### src/rtl/carrier_pkg.sv
// carrier_pkg: state encoding and carrier constants shared with the triangle carrier generator.
package carrier_pkg;
   localparam int CARRIER_W = 16;
   localparam logic [CARRIER_W-1:0] DEF_PERIOD = 16'd22222;
   localparam logic [CARRIER_W-1:0] MIN_PERIOD = 16'd100;
   typedef enum logic [2:0] {IDLE, ARMED, APPLY, SYNC, GAP_WAIT} state_e;
endpackage

### src/rtl/carrier_valley_det.sv
// carrier_valley_det: single-cycle pulse on the first cycle of each run of carrier_angle == 0.
module carrier_valley_det
   import carrier_pkg::*;
(
   input  logic                 clk_20M,
   input  logic                 reset,
   input  logic [CARRIER_W-1:0] angle_i,
   output logic                 valley_o
);
   logic zero, zero_q;
   assign zero = angle_i == '0;
   always_ff @(posedge clk_20M or posedge reset)
      if (reset) zero_q <= 1'b0;
      else zero_q <= zero;
   assign valley_o = zero & ~zero_q;
endmodule

### src/rtl/carrier_sync_ctrl.sv
// carrier_sync_ctrl: stages carrier period/phase writes, applies them at a valley and pulses syn.
// Optional CSC_VALLEY_TIMEOUT_EN: ARMED gives up waiting after 2*frequency+16 cycles.
module carrier_sync_ctrl
   import carrier_pkg::*;
#(
   parameter int unsigned SYN_WIDTH  = 2,
   parameter int unsigned GAP        = 4,
   parameter logic [15:0] RESYNC_CNT = 16'd0
) (
   input  logic        clk_20M,
   input  logic        reset,
   input  logic        cfg_valid,
   output logic        cfg_ready,
   input  logic [15:0] cfg_period,
   input  logic [15:0] cfg_phase,
   output logic        cfg_err,
   input  logic        force_sync,
   input  logic [15:0] carrier_angle,
   output logic [15:0] frequency,
   output logic [15:0] angle_initial,
   output logic        syn,
   output logic        busy,
   output logic        applied,
   output logic        timeout
);
   localparam logic [3:0] SYN_LAST = 4'(SYN_WIDTH - 1);
   localparam logic [3:0] GAP_LAST = 4'(GAP - 1);
   state_e      state_q, state_d;
   logic [15:0] freq_q, freq_d, ang_q, ang_d, shp_q, shp_d, shph_q, shph_d, vcnt_q, vcnt_d;
   logic [3:0]  cnt_q, cnt_d;
   logic        pcfg_q, pcfg_d, psync_q, psync_d, entry_q, entry_d;
   logic        err_q, err_d, app_q, app_d;
   logic        valley, valley_ok, xfer, legal, tmo_hit;

   carrier_valley_det u_valley (
      .clk_20M (clk_20M),
      .reset   (reset),
      .angle_i (carrier_angle),
      .valley_o(valley)
   );

   assign xfer      = cfg_valid && state_q == IDLE;
   assign legal     = cfg_period >= MIN_PERIOD && cfg_phase <= cfg_period;
   // a valley seen in the very cycle ARMED is entered belongs to the old config window
   assign valley_ok = valley & ~entry_q;

   always_comb begin
      state_d = state_q;
      freq_d  = freq_q;
      ang_d   = ang_q;
      shp_d   = shp_q;
      shph_d  = shph_q;
      pcfg_d  = pcfg_q;
      psync_d = psync_q;
      vcnt_d  = state_q == IDLE ? vcnt_q : '0;
      cnt_d   = '0;
      err_d   = 1'b0;
      app_d   = 1'b0;
      case (state_q)
         IDLE: begin
            err_d = xfer & ~legal;
            if (xfer && legal) begin
               shp_d  = cfg_period;
               shph_d = cfg_phase;
               pcfg_d = 1'b1;
            end
            if ((xfer && legal) || force_sync) begin
               psync_d = psync_q | force_sync;
               state_d = ARMED;
            end else if (valley && RESYNC_CNT != '0) begin
               vcnt_d  = vcnt_q + 16'd1 == RESYNC_CNT ? '0 : (&vcnt_q ? vcnt_q : vcnt_q + 16'd1);
               psync_d = psync_q | (vcnt_q + 16'd1 == RESYNC_CNT);
               state_d = vcnt_q + 16'd1 == RESYNC_CNT ? APPLY : IDLE;
            end
         end
         ARMED: begin
            psync_d = psync_q | force_sync;
            if (valley_ok || tmo_hit) begin
               state_d = APPLY;
               freq_d  = pcfg_q ? shp_q : freq_q;
               ang_d   = pcfg_q ? shph_q : ang_q;
               app_d   = pcfg_q;
            end
         end
         APPLY: begin
            pcfg_d  = 1'b0;
            psync_d = 1'b0;
            state_d = SYNC;
         end
         SYNC: begin
            cnt_d   = cnt_q == SYN_LAST ? '0 : cnt_q + 4'd1;
            state_d = cnt_q == SYN_LAST ? GAP_WAIT : SYNC;
         end
         GAP_WAIT: begin
            cnt_d   = cnt_q == GAP_LAST ? '0 : cnt_q + 4'd1;
            state_d = cnt_q == GAP_LAST ? IDLE : GAP_WAIT;
         end
         default: state_d = IDLE;
      endcase
      entry_d = state_d == ARMED && state_q != ARMED;
   end

   always_ff @(posedge clk_20M or posedge reset)
      if (reset) begin
         state_q <= IDLE;
         freq_q  <= DEF_PERIOD;
         ang_q   <= '0;
         shp_q   <= '0;
         shph_q  <= '0;
         vcnt_q  <= '0;
         cnt_q   <= '0;
         pcfg_q  <= 1'b0;
         psync_q <= 1'b0;
         entry_q <= 1'b0;
         err_q   <= 1'b0;
         app_q   <= 1'b0;
      end else begin
         state_q <= state_d;
         freq_q  <= freq_d;
         ang_q   <= ang_d;
         shp_q   <= shp_d;
         shph_q  <= shph_d;
         vcnt_q  <= vcnt_d;
         cnt_q   <= cnt_d;
         pcfg_q  <= pcfg_d;
         psync_q <= psync_d;
         entry_q <= entry_d;
         err_q   <= err_d;
         app_q   <= app_d;
      end

`ifdef CSC_VALLEY_TIMEOUT_EN
   logic [16:0] tcnt_q;
   logic [17:0] tlim;
   logic        tmo_q;
   assign tlim    = {1'b0, freq_q, 1'b0} + 18'd16;
   assign tmo_hit = state_q == ARMED && {1'b0, tcnt_q} + 18'd1 == tlim;
   always_ff @(posedge clk_20M or posedge reset)
      if (reset) begin
         tcnt_q <= '0;
         tmo_q  <= 1'b0;
      end else begin
         tcnt_q <= state_q == ARMED ? (&tcnt_q ? tcnt_q : tcnt_q + 17'd1) : '0;
         tmo_q  <= tmo_hit & ~valley_ok;
      end
   assign timeout = tmo_q;
`else
   assign tmo_hit = 1'b0;
   assign timeout = 1'b0;
`endif

   assign cfg_ready     = state_q == IDLE;
   assign busy          = state_q != IDLE;
   assign syn           = state_q == SYNC;
   assign cfg_err       = err_q;
   assign applied       = app_q;
   assign frequency     = freq_q;
   assign angle_initial = ang_q;
endmodule

### config.mk
export PLATFORM = sky130hd
export DESIGN_NAME = carrier_sync_ctrl
export DESIGN_NICKNAME = d
export VERILOG_FILES = /design/src/rtl/carrier_pkg.sv /design/src/rtl/carrier_valley_det.sv /design/src/rtl/carrier_sync_ctrl.sv
export SDC_FILE = /design/constraint.sdc
export NUM_CORES = 1
export LEC_CHECK = 0
export CAP_MARGIN = 0
export CORE_ASPECT_RATIO = 1.5
export CORE_UTILIZATION = 35
export DETAILED_ROUTE_END_ITERATION = 10
export GPL_TIMING_DRIVEN = 0
export PLACE_DENSITY_LB_ADDON = 0.1
export SLEW_MARGIN = 20
export SYNTH_ARGS = -nofsm -noshare
export SYNTH_HDL_FRONTEND = slang
export SYNTH_SLANG_ARGS = --single-unit
### constraint.sdc
create_clock -name clk_20M -period 2.4 [get_ports clk_20M]
set_input_delay 0.48 -clock clk_20M [delete_from_list [all_inputs] [get_ports clk_20M]]
set_output_delay 0.48 -clock clk_20M [all_outputs]
set_load 0.01 [all_outputs]
# --- After elaboration in Yosys (flattened, before gate mapping) ---
# Index checks and enable logic that the tools add are counted.
word_totals:
  latch_bits: 0
  mem_count: 0
  ram_bits: 0
  in_bits: 52
  reg_bits: 76
  rom_bits: 0
  wordCells: 54
op_classes:
  order_cmp: 2
  n_eq_ne: 9
  shifts: 0
  n_div: 0
  mul: 0
  bitwise: 6
  addsub: 1
  n_mux: 13
  reduce_logical: 12
ops:
  columns: ["cell", "n"]
  rows:
  - ["16-bit by 7-bit greater-or-equal comparator with 1-bit output, second input constant", 1]
  - ["16-bit less-or-equal comparator", 1]
  - ["16-bit logical NOT", 1]
  - ["3-bit one-hot mux with 5 select lines", 1]
  - ["3-bit 2-to-1 mux", 4]
  - ["4-bit 2-to-1 mux", 2]
  - ["4-bit one-hot mux with 2 select lines", 1]
  - ["3-bit by 1-bit equality test with 1-bit output, second input constant", 2]
  - ["3-bit by 2-bit equality test with 1-bit output, second input constant", 2]
  - ["4-bit by 1-bit adder with 4-bit output, second input constant", 1]
  - ["4-bit by 1-bit equality test with 1-bit output, second input constant", 1]
  - ["4-bit by 2-bit equality test with 1-bit output, second input constant", 1]
  - ["1-bit logical AND", 4]
  - ["1-bit 2-to-1 mux", 4]
  - ["2-bit AND reduction", 2]
  - ["1-bit AND", 3]
  - ["3-bit equality test, second input constant", 1]
  - ["3-bit logical NOT", 1]
  - ["3-bit by 1-bit inequality test with 1-bit output, second input constant", 1]
  - ["1-bit inverter", 3]
  - ["3-bit AND reduction", 1]
  - ["3-bit nonzero test", 1]
  - ["2-bit by 1-bit inequality test with 1-bit output, second input constant", 1]
  - ["1-bit one-hot mux with 2 select lines", 1]
  - ["other kinds (2)", 2]

# --- Logic depth before layout (Yosys ltp) ---
# Gate-level depths: netlist of the first run.
logic_depth:
  depth_word: 8
  depth_mapped: 9
  ltp_nobuf: 8

# --- Cells and area by module ---
# A second synthesis of the first run with hierarchy kept.
hier_totals:
  cells_unflattened: 336
  area_unflattened_um2: 3552.2
by_module_without_submodules:
  columns: ["module", "cells_per_inst", "seq_area_each_um2", "instances", "area_each_um2"]
  rows:
  - ["carrier_sync_ctrl", 328, 1888.1, 1, 3482.1]
  - ["carrier_valley_det", 8, 25.0, 1, 70.1]

# --- Worst setup path after synthesis of the first run ---
# OpenSTA, ideal clock, no wires.
synth_timing:
  path_kind: "input to register"
  startpoint: "input port cfg_period[14]"
  endpoint: "register shp_q[0]"
  path_stages: 8
  path_buffers: 1
  path_slack_ns: -0.393
  setup_time_ns: 0.125
  arrival_ns: 2.668
  path_cell_list: "inv_1 > ha_1 > nand4_2 > or4_1 > or2_4 > a211oi_4 > buf_6 > mux2_2"
synth_via:
  elab_chain_cells: 4
synth_rtl:
  columns: ["element", "line_no", "rtl"]
  rows:
  - ["start, declared", "carrier_sync_ctrl.sv:14", "input logic [15:0] cfg_period,"]
  - ["16-bit by 7-bit greater-or-equal comparator with 1-bit output or 16-bit less-or-equal comparator (tied branches)", "carrier_sync_ctrl.sv:43", "assign legal = cfg_period >= MIN_PERIOD && cfg_phase <= cfg_period;"]
  - ["1-bit logical AND (*)", "carrier_sync_ctrl.sv:43", null]
  - ["1-bit logical AND (*)", "carrier_sync_ctrl.sv:62", "if (xfer && legal) begin"]
  - ["2-bit AND reduction (no line) (*)", null, null]
  - ["end signal, assigned", "carrier_sync_ctrl.sv:121", "shp_q <= shp_d;"]
  - ["end, declared", "carrier_sync_ctrl.sv:29", "logic [15:0] freq_q, freq_d, ang_q, ang_d, shp_q, shp_d, shph_q, shph_d, vcnt_q, vcnt_d;"]
# Mark *: on every way between the ends. The rest lies on a longest branch, timed or not.
# A chain may end at the register's enable or synchronous reset.

# --- Worst setup path after layout of the first run ---
layout_timing:
  startpoint: "input port cfg_period[15]"
  endpoint: "register shph_q[4]"
layout_via:
  elab_chain_cells: 4
layout_rtl:
  columns: ["element", "line_no", "rtl"]
  rows:
  - ["16-bit by 7-bit greater-or-equal comparator with 1-bit output or 16-bit less-or-equal comparator (tied branches)", "carrier_sync_ctrl.sv:43", null]
  - ["1-bit logical AND (*)", "carrier_sync_ctrl.sv:43", null]
  - ["1-bit logical AND (*)", "carrier_sync_ctrl.sv:62", null]
  - ["2-bit AND reduction (no line) (*)", null, null]
  - ["end signal, assigned", "carrier_sync_ctrl.sv:122", "shph_q <= shph_d;"]
  - ["end, declared", "carrier_sync_ctrl.sv:29", null]
# Marked as above.

==> results.sh, run 1 <==
export IMPL_status="finished with violations"
export IMPL_violations="negative setup slack"
export IMPL_clockBufferDepth=2
export IMPL_die_area_sq_mm=0.01016
export IMPL_rsz0062_at_grt="yes"
export IMPL_netlist_area_sq_mm=0.003412
export IMPL_grt_pass1_wl_um=13160
export IMPL_worstPathRequired_ns=2.61
export IMPL_post_drt_wl_per_cell_um=16.42
export IMPL_antenna_cells=0
export IMPL_critPathLaunchType="input port"
export IMPL_syn_avg_cell_area_sq_um=13.17
export IMPL_layout_drive_gt1_share=0.4697
export IMPL_grt_max_degree=35
export IMPL_die_h_um=122.9
export IMPL_cts_made_buffers=9
export IMPL_critPathBufInv=4
export IMPL_period_needed_ns=2.425
export IMPL_max_cap_viol_count=0
export IMPL_synth_seq_area_share=0.5607
export IMPL_port_buffers=88
export IMPL_synth_flop_cell="dfrtp_1"
export IMPL_cp_top_family="simple AND/OR/NAND/NOR gates"
export IMPL_endpoint_kind="flip-flop"
export IMPL_hpwlAfterDp_um=5824
export IMPL_period_share=1.010
export IMPL_clock_latency_ns=0.33
export IMPL_core_area_sq_mm=0.009361
export IMPL_fin_area_sq_mm=0.005329
export IMPL_grt_total_usage=0.1791
export IMPL_cpPeakStageDelay_ns=0.51
export IMPL_use_met1=0.2158
export IMPL_dr_pass1_iters=4
export IMPL_start_util=0.3645
export IMPL_ios=90
export IMPL_critPathKind="input port to flip-flop"
export IMPL_row_count=43
export IMPL_synth_edf_count=0
export IMPL_clock_sinks=76
export IMPL_grt_overflow_total=0
export IMPL_cp_max_fo=8
export IMPL_setup_ws_ns=-0.02466
export IMPL_setup_violations=22
export IMPL_drc=0
export IMPL_clk_pin_slew_ns=0.06
export IMPL_top_usage_layer="met2"
export IMPL_leakage_uw=0.002450
export IMPL_antenna_found_initial=0
export IMPL_grt_pass1_vias=2524
export IMPL_synth_cell_types=37
export IMPL_dp_cells=461
export IMPL_cts_tree="yes"
export IMPL_finalNonFillerCells=491
export IMPL_ys_warn_count=0
export IMPL_hold_viol=0
export IMPL_vias_per_cell=4.870
export IMPL_final_common_cell="dfrtp_1"
export IMPL_htreeDepth=3
export IMPL_wl_um=8064
export IMPL_use_met2=0.3006
export IMPL_fin_nets=444
export IMPL_cpMaxStageDelayCell="or4_4"
export IMPL_ant_nets=0
export IMPL_drt_iter0_markers=124
export IMPL_async_reset_ff_frac=1.000
export IMPL_ys_seq_elements=76
export IMPL_arrival_ns=2.64
export IMPL_maxSlewViolCount=0
export IMPL_cp_cell_sequence="buf_8 -> inv_4 -> ha_4 -> nand4_4 -> or4_4 -> or2_4 -> a211oi_4 -> buf_12 -> buf_12 -> mux2_4"
export IMPL_cts_hold_fix_buffers=0
export IMPL_ys_top_cells_by_area="dfrtp_1 (49%), mux2_2 (20%), dfstp_2 (6.9%)"
export IMPL_clockRootBuffer="clkbuf_16"
export IMPL_skew_ns=0.003612
export IMPL_syn2layout_area_growth_pct=56.18
export IMPL_synthCells=259
export IMPL_worstHoldPathType="input port to flip-flop"
export IMPL_vias=2391
export IMPL_synth_top_cell_area_share=0.4914
export IMPL_syn_nets=329
export IMPL_max_freq_mhz=412.4
export IMPL_final_cell_mix="dfrtp_1 (67), clkdlybuf4s50_1 (56), mux2_2 (32), mux2_4 (32)"
export IMPL_synth_top_cell_by_area="dfrtp_1"
export IMPL_dpl_instance_area_sq_mm=0.004583
export IMPL_cpMostUsedCell="buf_12"
export IMPL_rrSetupSlack_ns=0.43
export IMPL_place_congestion=0.7018
export IMPL_irDropWorstVdd_mv=0.4623
export IMPL_power_density_mw_per_mm2=596.3
export IMPL_use_met3=0.04207
export IMPL_dieWidth_um=82.62
## power breakdown
part	internal (uW)	leakage, uW	switching, uW
Sequential	1350	0.000993	37.3
Combinational	226	0.00130	135
Clock	933	0.000159	495
Total	2510	0.00245	668
## timing repair
item	CTS	global route
gates cloned	2	0
endpoints found under the setup margin	53	66
gates resized for setup	179	37
pin swaps	16	11
setup buffers	9	4
## cells in the mapped netlist, drive strengths merged (2+ instances only)
master,number
a21oi,12
buf,4
clkbuf,4
dfrtp,67
dfstp,9
ha,18
inv,21
mux2,64
nand2,7
nand3,2
nand4,4
nor2,15
nor2b,2
nor3,3
nor4,6
o21ai,3
## per-layer routing
layer	wire length (um)	share of wire
met1	3310	0.41
met2	4285	0.53
met3	307	0.038
met4	161	0.020
met5	0	0
## flip-flops by register name, summed over array words and instances, names as in the netlist
name and cells:
frequency 16, shp_q 16, shph_q 16, u_valley.zero_q 1, entry_q 1, state_q 3
cnt_q 4, pcfg_q 1, angle_initial 16, cfg_err 1, applied 1
## final cells by class
type / instances / area, sq um
inverter: 21 / 97.59
clock inverter: 5 / 75.07
buffer: 8 / 81.33
sequential: 76 / 1913
multi-input combinational: 154 / 1705
tap: 112 / 140.1
fill: 824 / 4033
timing repair buffer: 104 / 1074
clock buffer: 11 / 242.7
## worst paths after layout
check	startpoint	end	depth (start not counted)
min in group asynchronous	reset	angle_initial[0]	2
min reg2reg	cnt_q[0]	cnt_q[0]	1
max in group asynchronous	reset	frequency[12]	3
max reg2reg	state_q[1]	shph_q[4]	7
max	cfg_period[15]	shph_q[4]	10
min	cfg_period[4]	shp_q[4]	2
## cell families after synthesis
family | share of synthesized area
compound gates | 0.04731
other cells | 0.001099
simple gates | 0.06858
xor+xnor | 0.002567
buf+inv | 0.03960
flops | 0.5607
fa+ha+maj | 0.06601
mux | 0.2142
## worst register-to-register path: cells and delay by family (launching register included)
kind	cells	cell delay, ns
flip-flops	1	0.35
AND/OR/NAND/NOR	2	0.47
buffers and inverters	3	0.50
multiplexers	1	0.31
AO/OA/AOI/OAI	1	0.22
## stage by stage
| step | power, uW | hold WS (ns) | util | setup WS, ns | TNS (ns) |
|---|---|---|---|---|---|
| after floorplan | 1545 | 0.4541 | - | -0.2344 | -6.583 |
| after global placement | 1682 | 0.4672 | 0.4853 | -1.142 | -48.31 |
| after detailed placement | 1699 | 0.4750 | 0.4896 | -1.158 | -49.06 |
| after CTS | 3204 | 0.3727 | 0.5559 | -0.02876 | -0.3858 |
| after global routing | 3318 | 0.3791 | 0.5692 | -0.1009 | -2.703 |
| final | 3178 | 0.3868 | 0.5692 | -0.02466 | -0.3152 |
No activity file was read; power rests on OpenSTA's default activity.
==> run 2, diff against run 1 <==
--- a/config.mk
+++ b/config.mk
@@ -13,3 +13,3 @@
 export PLACE_DENSITY_LB_ADDON = 0.1
-export SLEW_MARGIN = 20
+export SLEW_MARGIN = 25
 export SYNTH_ARGS = -nofsm -noshare
--- a/constraint.sdc
+++ b/constraint.sdc
@@ -3,2 +3,2 @@
 set_output_delay 0.48 -clock clk_20M [all_outputs]
-set_load 0.01 [all_outputs]
+set_load 0.005 [all_outputs]
==> run 2 against run 1 <==
Via count barely moved; non-clock buffer count rose by 2; combinational power barely moved; total power fell by 0.15%; die area did not move; the run still ends with negative setup slack left; register-to-register slack got worse by 0.07 ns; clock power barely moved; core utilization rose by 0.080 points; fmax fell by 0.98%; hold slack improved by 0.0047 ns; largest power group unchanged; critical endpoint is now shph_q[3].
==> results.sh, run 2 (synthesis results as in run 1) <==
export IMPL_status="finished with violations"
export IMPL_violations="negative setup slack"
export IMPL_wl_um=8031
export IMPL_worstPathRequired_ns=2.61
export IMPL_swShare=0.2100
export IMPL_core_area_sq_mm=0.009361
export IMPL_max_cap_viol_count=0
export IMPL_dr_pass1_iters=3
export IMPL_rsz0062_at_grt="yes"
export IMPL_use_met2=0.2944
export IMPL_seqCellArea_sq_mm=0.001913
export IMPL_drt_iter0_markers=97
export IMPL_worstHoldPathType="input port to flip-flop"
export IMPL_critPathBufInv=6
export IMPL_vias=2390
export IMPL_critPathKind="input port to flip-flop"
export IMPL_die_area_sq_mm=0.01016
export IMPL_ant_nets=0
export IMPL_cts_hold_fix_buffers=0
export IMPL_hold_viol=0
export IMPL_cpMaxStageDelayCell="or4_4"
export IMPL_vias_per_cell=4.848
export IMPL_fin_nets=446
export IMPL_cp_max_fo=8
export IMPL_final_common_cell="dfrtp_1"
export IMPL_max_freq_mhz=408.4
export IMPL_post_drt_wl_per_cell_um=16.29
export IMPL_setup_ws_ns=-0.04868
export IMPL_drc=0
export IMPL_clk_pin_slew_ns=0.06
export IMPL_port_buffers=88
export IMPL_htreeDepth=3
export IMPL_cts_made_buffers=9
export IMPL_cpMostUsedCell="buf_6"
export IMPL_arrival_ns=2.66
export IMPL_power_density_mw_per_mm2=594.6
export IMPL_die_h_um=122.9
export IMPL_fin_area_sq_mm=0.005336
export IMPL_maxSlewViolCount=0
export IMPL_multi_input_area_sq_mm=0.001689
export IMPL_max_slew_margin=0.5692
export IMPL_dpl_instance_area_sq_mm=0.004591
export IMPL_layout_drive_gt1_share=0.4777
export IMPL_antenna_found_initial=0
export IMPL_clock_latency_ns=0.33
export IMPL_p_total_uw=3173
export IMPL_skew_ns=0.003725
export IMPL_ios=90
export IMPL_clockRootBuffer="clkbuf_16"
export IMPL_hpwlAfterDp_um=5877
export IMPL_grt_pass1_wl_um=12830
export IMPL_post_place_ws_ns=-1.198
export IMPL_period_share=1.020
export IMPL_use_met1=0.2098
export IMPL_cpPeakStageDelay_ns=0.54
export IMPL_cp_cell_sequence="buf_8 -> inv_4 -> ha_4 -> nand2_4 -> or4_4 -> buf_6 -> a21oi_4 -> nand3b_1 -> a211oi_4 -> buf_6 -> buf_6 -> buf_12 -> mux2_4"
export IMPL_endpoint_kind="flip-flop"
export IMPL_finalNonFillerCells=493
export IMPL_place_congestion=0.7018
export IMPL_irDropWorstVdd_mv=0.5155
export IMPL_seqPwrFrac=0.438
export IMPL_dieWidth_um=82.62
export IMPL_rrSetupSlack_ns=0.36
export IMPL_grt_pass1_vias=2470
export IMPL_cp_top_family="simple AND/OR/NAND/NOR gates"
export IMPL_antenna_cells=0
export IMPL_clockBufferDepth=2
export IMPL_use_met3=0.04502
export IMPL_top_usage_layer="met2"
export IMPL_fillers=818
export IMPL_grt_overflow_total=0
export IMPL_worst_pin_slew_ns=0.6448
export IMPL_critPathLaunchType="input port"
export IMPL_switchingPower_uw=666.2
export IMPL_grt_total_usage=0.1749
export IMPL_p_comb_frac=0.113
export IMPL_start_util=0.3645
export IMPL_power_frac_clock=0.449
export IMPL_grt_max_degree=30
export IMPL_final_cell_mix="dfrtp_1 (67), clkdlybuf4s50_1 (56), mux2_2 (41), mux2_4 (23), buf_6 (19)"
export IMPL_cts_tree="yes"
export IMPL_clock_sinks=76
export IMPL_p_int_uw=2507
export IMPL_syn2layout_area_growth_pct=56.40
export IMPL_setup_violations=14
export IMPL_dp_cells=461
export IMPL_leakage_uw=0.002457
export IMPL_period_needed_ns=2.449
export IMPL_row_count=43
[run 2: cell count changes in the layout (fill, tap and decap cells not counted), sizes merged]
cell / previous run / this run
buf: 47 / 48
clkbuf: 14 / 15
[run 2: per-layer routing]
| layer | wire (um) | vias up |
|---|---|---|
| li1 | - | 1143 |
| met1 | 3343 | 1195 |
| met2 | 4299 | 42 |
| met3 | 268 | 10 |
| met4 | 120 | 0 |
| met5 | 0 | - |
[run 2: layout make-up]
type | count | area share
multi-input cells | 154 | 0.3165
repair buffers | 107 | 0.2089
well taps | 112 | 0.02626
inverters | 21 | 0.01876
clock buffers | 11 | 0.04549
clock inverters | 5 | 0.01407
flip-flops and latches | 76 | 0.3585
plain buffers | 7 | 0.01149
[run 2: power by group through the flow]
stage          logic, uW  clock network, uW  registers [uW]
3_3_place_gp         276                  0            1400
5_1_grt              397               1520            1390
4_1_cts              333               1480            1390
6_report             359               1430            1390
3_5_place_dp         294                  0            1410
2_1_floorplan        150                  0            1390
[run 2: what timing repair did]
action,4_1_cts,5_1_grt
gates cloned,2,0
setup endpoints to repair,53,66
pin swaps,16,15
gates resized for setup,167,53
setup buffers,11,5
[run 2: final timing paths]
path	start	endpoint	cells past startpoint
hold / removal	cfg_phase[9]	shph_q[9]	2
max in group asynchronous	reset	frequency[12]	3
setup / recovery	cfg_period[10]	shph_q[3]	13
setup reg to reg	state_q[1]	shph_q[3]	8
min in group asynchronous	reset	angle_initial[0]	2
hold reg to reg	cnt_q[0]	cnt_q[0]	1
[run 2: worst register-to-register path: stages, from the launching register on]
cell and delay, ns:
dfrtp_1 0.35, clkbuf_1 0.19, nor3_2 0.30, nand2_1 0.17, a211oi_4 0.22, buf_6 0.15, buf_6 0.11, buf_12 0.13
mux2_4 0.31
[run 2: through the flow]
stage,utilization,setup TNS [ns],hold WS (ns)
floorplan,-,-6.583,0.4541
global placement,0.4853,-48.31,0.4672
detailed placement,0.4904,-50.19,0.4849
CTS,0.5540,-2.218,0.3727
global route,0.5700,-2.008,0.3825
finish,0.5700,-0.4846,0.3914
